--- src/rtl/alu_rpn_ctrl.sv ---
// Reverse-Polish style controller for an external ALU.
// The operator keys in operand A, operand B and an opcode with the enter button; the block
// presents them to the ALU, captures the ALU result and flags for one cycle in EXEC, then shows
// the result. Enter in SHOW chains the result into A; undo steps back one entry.
//
// Ports:
//   clk         rising-edge clock
//   resetN      synchronous active-low reset
//   data_in     operand value from switches
//   op_in       operation select (00 add, 01 sub, 10 NAND, 11 NOR)
//   enter/undo  debounced button levels; only rising edges act
//   alu_result  result from the attached ALU
//   alu_flags   flags from the attached ALU, {V,C,Z,N,P,S}
//   A/B/OpCode  registered ALU operands and opcode
//   display     value for the 7-segment driver
//   flags_out   captured ALU flags
//   state_code  current state encoding
//   done        high while a result is shown
module alu_rpn_ctrl #(
  parameter int unsigned M = 8
) (
  input  logic         clk,
  input  logic         resetN,
  input  logic [M-1:0] data_in,
  input  logic [1:0]   op_in,
  input  logic         enter,
  input  logic         undo,
  input  logic [M-1:0] alu_result,
  input  logic [5:0]   alu_flags,
  output logic [M-1:0] A,
  output logic [M-1:0] B,
  output logic [1:0]   OpCode,
  output logic [M-1:0] display,
  output logic [5:0]   flags_out,
  output logic [2:0]   state_code,
  output logic         done
);

  typedef enum logic [2:0] {
    StWaitA  = 3'd0,
    StWaitB  = 3'd1,
    StWaitOp = 3'd2,
    StExec   = 3'd3,
    StShow   = 3'd4
  } state_e;

  state_e       r_state,  w_state_d;
  logic         r_enter_q, r_undo_q;
  logic         w_enter_ev, w_undo_ev;
  logic [M-1:0] r_a, w_a_d;
  logic [M-1:0] r_b, w_b_d;
  logic [M-1:0] r_result, w_result_d;
  logic [1:0]   r_opcode, w_opcode_d;
  logic [5:0]   r_flags, w_flags_d;

  assign w_enter_ev = enter & ~r_enter_q;
  assign w_undo_ev  = undo  & ~r_undo_q;

  always_ff @(posedge clk) begin
    if (!resetN) begin
      r_state   <= StWaitA;
      // Held high so a button already pressed through reset yields no event.
      r_enter_q <= 1'b1;
      r_undo_q  <= 1'b1;
      r_a       <= '0;
      r_b       <= '0;
      r_opcode  <= 2'b00;
      r_result  <= '0;
      r_flags   <= '0;
    end else begin
      r_state   <= w_state_d;
      r_enter_q <= enter;
      r_undo_q  <= undo;
      r_a       <= w_a_d;
      r_b       <= w_b_d;
      r_opcode  <= w_opcode_d;
      r_result  <= w_result_d;
      r_flags   <= w_flags_d;
    end
  end

  // Enter is tested before undo in every state, so a simultaneous undo is dropped.
  always_comb begin
    w_state_d  = r_state;
    w_a_d      = r_a;
    w_b_d      = r_b;
    w_opcode_d = r_opcode;
    w_result_d = r_result;
    w_flags_d  = r_flags;
    case (r_state)
      StWaitA: begin
        if (w_enter_ev) begin
          w_a_d     = data_in;
          w_state_d = StWaitB;
        end
      end
      StWaitB: begin
        if (w_enter_ev) begin
          w_b_d     = data_in;
          w_state_d = StWaitOp;
        end else if (w_undo_ev) begin
          w_state_d = StWaitA;
        end
      end
      StWaitOp: begin
        if (w_enter_ev) begin
          w_opcode_d = op_in;
          w_state_d  = StExec;
        end else if (w_undo_ev) begin
          w_state_d = StWaitB;
        end
      end
      StExec: begin
        w_result_d = alu_result;
        w_flags_d  = alu_flags;
        w_state_d  = StShow;
      end
      StShow: begin
        if (w_enter_ev) begin
          w_a_d     = r_result;
          w_state_d = StWaitB;
        end else if (w_undo_ev) begin
          w_state_d = StWaitA;
        end
      end
      default: w_state_d = StWaitA;
    endcase
  end

  always_comb begin
    display = data_in;
    case (r_state)
      StWaitOp:       display = {{(M-2){1'b0}}, op_in};
      StExec, StShow: display = r_result;
      default:        display = data_in;
    endcase
  end

  assign A          = r_a;
  assign B          = r_b;
  assign OpCode     = r_opcode;
  assign flags_out  = r_flags;
  assign state_code = r_state;
  assign done       = (r_state == StShow);

endmodule

--- config.mk ---
export PLATFORM = sky130hd
export DESIGN_NAME = alu_rpn_ctrl
export DESIGN_NICKNAME = d
export VERILOG_FILES = /design/src/rtl/alu_rpn_ctrl.sv
export SDC_FILE = /design/constraint.sdc
export NUM_CORES = 1
export LEC_CHECK = 0
export CAP_MARGIN = 20
export CORE_ASPECT_RATIO = 0.9
export CORE_UTILIZATION = 34
export CTS_BUF_LIST = sky130_fd_sc_hd__clkbuf_8
export CTS_CLUSTER_SIZE = 28
export DETAILED_ROUTE_END_ITERATION = 7
export PLACE_DENSITY = 0.6
export SYNTH_ARGS = -nofsm -noshare
export SYNTH_HDL_FRONTEND = slang
export SYNTH_SLANG_ARGS = --single-unit
--- constraint.sdc ---
create_clock -name clk -period 1.4 [get_ports clk]
set_input_delay 0.28 -clock clk [delete_from_list [all_inputs] [get_ports clk]]
set_output_delay 0.28 -clock clk [all_outputs]
set_load 0.02 [all_outputs]
-- Word-level counts from Yosys, hierarchy flattened
Cells that the tools add are included.
- eq/ne operators: 7
- mux-type cells: 11
- bitwise logic cells: 4
- reduce and logical (&&, ||, !) cells: 7
- operator list (kind ; count):
    one-hot mux 8 bit (2 select lines) ; 2
    two-way mux 3 bit ; 6
    two-way mux 8 bit ; 2
    one-hot mux 3 bit (5 select lines) ; 1
    equality test 3 x 2 -> 1 bit (second input constant) ; 2
    AND reduction 2 bit ; 3
    equality test 3 x 1 -> 1 bit (second input constant) ; 1
    equality test 3 bit (second input constant) ; 1
    logical NOT 3 bit ; 1
    != test 3 bit (second input constant) ; 1
    AND reduction 3 bit ; 1
    bitwise AND 1 bit ; 2
    != test 2 x 1 -> 1 bit (second input constant) ; 1
    != test 2 bit (second input constant) ; 1
    NOT 1 bit ; 2
    nonzero test 2 bit ; 1
    OR reduction 2 bit ; 1
- flip-flop bits (word level): 37
- input bits: 28
- word-level logic and storage cells: 37

-- Longest topological paths before layout
- depth in word-level cells: 5
- gate-level depth with buffers: 5
- gate-level depth less buffers: 3

-- Worst setup path before layout
Ideal clock, no wire load.
- path kind: register -> output
- start: register r_state[2], in the netlist state_code[2]
- end: output display[0]
- data arrival time: 1.768 ns
- slack: -0.648 ns
- stages on the path, launching flop included: 5
- cells stage by stage: dfxtp_1 > buf_4 > nor3b_4 > a21oi_2 > a221oi_1
- longest elaborated chain between the ends: 3
- elaborated cells on any way between the ends: 5
- classes of those cells: eq/ne (3); mux (1); reduce/logical (1)
- ends and longest elaborated chain (item ; RTL line ; RTL):
    start, declared ; 47 ; state_e r_state, w_state_d;
    start signal, assigned ; 61 ; r_state <= StWaitA;
    start signal, assigned ; 71 ; r_state <= w_state_d;
    equality test 3 bit ; - ;
    net done ; 36 ; output logic done
    OR reduction 2 bit ; 132 ; case (r_state)
    one-hot mux 8 bit (2 select lines) ; 132 ;
    end, declared ; 33 ; output logic [M-1:0] display,
The timed path passes the listed nets, and every way through them passes these cells.

-- Final worst setup path
- start: register r_state[2], in the netlist state_code[2]
- end: output display[1]
- longest elaborated chain between the ends: 3
- elaborated cells on any way between the ends: 5
- classes of those cells: eq/ne (3); mux (1); reduce/logical (1)
- ends and longest elaborated chain (item ; RTL line):
    equality test 3 bit / equality test 3 x 2 -> 1 bit (equally long branches) ; 132
    OR reduction 2 bit ; 132
    one-hot mux 8 bit (2 select lines) (*) ; 132
Every way passes the cells marked *; elsewhere a longest branch is shown, timed or not.

==> qor.yml <==
ys_seq_area_share_pct: 41.5
yosysWarnings: 0
dpl.hpwl_um: 3120
violations: "setup timing"
cp.required_ns: 1.12
hold-worst-slack_ns: 0.453
fin_crit_sh_pct: 132
power_frac_seq_pct: 49.7
gp_congestion: 0.711
intPower_w: 0.00162
crit_cells: 5
hold_viol: 0
synth_edf_count: 0
worstMarginPinSlew_ns: 0.344
grt_pass1_wl_um: 7490
wl_per_cell_um: 12.8
slowest_stage: "dfxtp_4"
top_usage_layer: "met2"
critPathLaunchType: "flip-flop"
clk_latency_ns: 0.29
dieArea_sq_um: 5540
crit_path_cell_trace: "nor3b_4, a21oi_4, buf_6, a221oi_4, buf_6"
dp_slack_ns: -0.644
rr_startpoint: "state_code[0]"
timing.rr.end: "A[5]"
regToRegSetupSlack_ns: -0.06
clock_path_buffers: 2
die_w_um: 78.3
min_period_ns: 1.85
layout_commonest_cell: "nand2_1"
stdcell_area_sq_um: 2960
hold_path.class: "flip-flop to flip-flop"
antenna_found_initial: 0
grt_max_degree: 48
cts_tree: "done"
synthTopCellsByArea: "dfxtp_1 (42%), nand2_1 (12%), mux2i_1 (9.5%), a21boi_1 (4.6%), o211a_1 (4.5%)"
cap_violations: 0
maxSlewViolCount: 0
path_buf_inv: 2
setup_viol: 22
setup.worst_path.end_class: "output port"
clkSinkCount: 37
clockPowerShare_pct: 33.8
initialDrtViolationCount: 87
synth_cell_type_count: 39
vdd_drop_max_uv: 518
drtAntennaViolNets: 0
cp_top_family: "flip-flops"
syn_inst: 190
switching_share_pct: 25.5
slew_headroom_pct: 77.0
path_clk_slew_ns: 0.08
worst_slack_ns: -0.454
cts_made_buffers: 5
drt_wl_total_um: 4580
drc_errors: 0
synth-seq-cells: 37
syn_to_final_growth_pct: 66.0
crit_type: "flip-flop to output port"
die_h_um: 70.7
ioPinCount: 64
leakage_nw: 1.37
overflow: 0
io_buffers: 63
rsz0062_at_grt: "true"
grt_util_met3_pct: 4.52
synth_area_sq_um: 1780
crit_path_end: "display[1]"
synth_top_cell_by_area: "dfxtp_1"
synth_nets: 218
cpMostUsedCell: "buf_6"
initial_core_util_pct: 36.0
diodes: 0
netlist.area_leader.share_pct: 41.5
std_cell_rows: 24
layout.nets: 319
synth-main-ff-cell: "dfxtp_1"
switchingPower_w: 0.000553
grt_util_met2_pct: 28.4
path_max_fanout: 6
via_count: 1676
grt_util_all_layers_pct: 17.6
p_comb_share_pct: 16.5
vias_per_cell: 4.69
met1_usage_pct: 22.8
clock_skew_ns: 0.00327
fmax_ghz: 0.539
final_cell_mix: "nand2_1 (50), buf_4 (36), dfxtp_1 (34), clkdlybuf4s50_1 (27), dlygate4sd2_1 (24)"
cpPeakStageDelay_ns: 0.38
status: "finished with violations"
reg2regPathDepth: 6
p_per_area_nw_per_um2: 733
layout-drive-gt1-share_pct: 31.5
syn-mean-instance-area_sq_um: 9.38
first_global_vias: 1559
cts.htree.levels: 2
core_sq_um: 4950
dr.pass1.iters: 4
ys_async_sr_fraction_pct: 0
dpl_cell_area_sq_um: 2740
critPathLaunch: "state_code[2]"
cts_root_buffer: "clkbuf_8"
crit_arrival_ns: 1.57
worst register-to-register path, stage by stage, from the launching register on:
cell and delay, ns:
dfxtp_4 0.37, buf_6 0.12, buf_6 0.12, nor4b_4 0.39, buf_6 0.20, nand2_2 0.05
o211a_1 0.12
Yosys cell counts, types with 3 or more instances:
cell,count
buf_4,3
a21boi_0,4
o211a_1,8
mux2i_1,17
a22o_1,5
nand2_1,56
nor2_1,3
a21boi_1,11
inv_1,5
buf_2,3
nand2b_1,3
dfxtp_1,37
per-layer routing:
layer	vias up	wire [um]
met5	-	0
met4	0	63
met3	8	252
met2	45	2170
met1	768	2090
li1	855	-
logic make-up after synthesis:
family          count (synthesis)  synth area share (%)
simple gates                   78                  22.9
compound gates                 38                  17.8
flops                          37                  41.5
buf+inv                        19                  7.79
mux                            17                  9.54
xor+xnor                        1                 0.491
power groups by stage:
stage	combinational [W]	clock, W	sequential [W]
2_1_floorplan	0.000142	0	0.00112
3_3_place_gp	0.000347	0	0.00111
3_5_place_dp	0.000347	0	0.00111
4_1_cts	0.000349	0.000748	0.00108
5_1_grt	0.000382	0.000797	0.00108
6_report	0.000357	0.000733	0.00108
metrics by stage:
stage | util (%) | TNS [ns] | total power, W | instances
6_report | 59.7 | -3.95 | 0.00217 | 357
5_1_grt | 59.7 | -5.74 | 0.00226 | 357
3_3_place_gp | 55.2 | -9.82 | 0.00145 | 335
4_1_cts | 58.5 | -4.07 | 0.00218 | 353
2_1_floorplan | - | -1.77 | 0.00127 | 190
3_5_place_dp | 55.2 | -9.86 | 0.00145 | 335
how the worst min path moves through the flow:
| stage | start | to | slack [ns] | cells after the start |
|---|---|---|---|---|
| final | flags_out[1] | flags_out[1] | 0.45 | 2 |
| after global routing | B[4] | B[4] | 0.48 | 2 |
| after CTS | flags_out[5] | flags_out[5] | 0.45 | 2 |
| after detailed placement | flags_out[5] | flags_out[5] | 0.44 | 2 |
| after global placement | flags_out[3] | flags_out[3] | 0.44 | 2 |
| after floorplan | enter | r_enter_q | 0.38 | 1 |
flip-flops by register name (all words and copies together) (netlist names):
name and flops:
r_result 8, r_undo_q 1, r_enter_q 1, state_code 3
A 8, flags_out 6, OpCode 2, B 8
what timing repair did:
action	CTS	global route
buffers inserted	10	5
endpoints found under the setup margin	44	30
hold buffers	0	0
gates cloned	1	0
resized for setup	94	18
pin swaps	9	5
layout make-up:
class	instances	area [sq um]
Clock buffer	5	68.8
Clock inverter	3	13.8
Fill cell	471	2000
Inverter	5	18.8
Multi-Input combinational cell	134	1030
Sequential cell	37	752
Tap cell	65	81.3
Timing Repair Buffer	108	992
No activity file was read; power rests on OpenSTA's default activity.
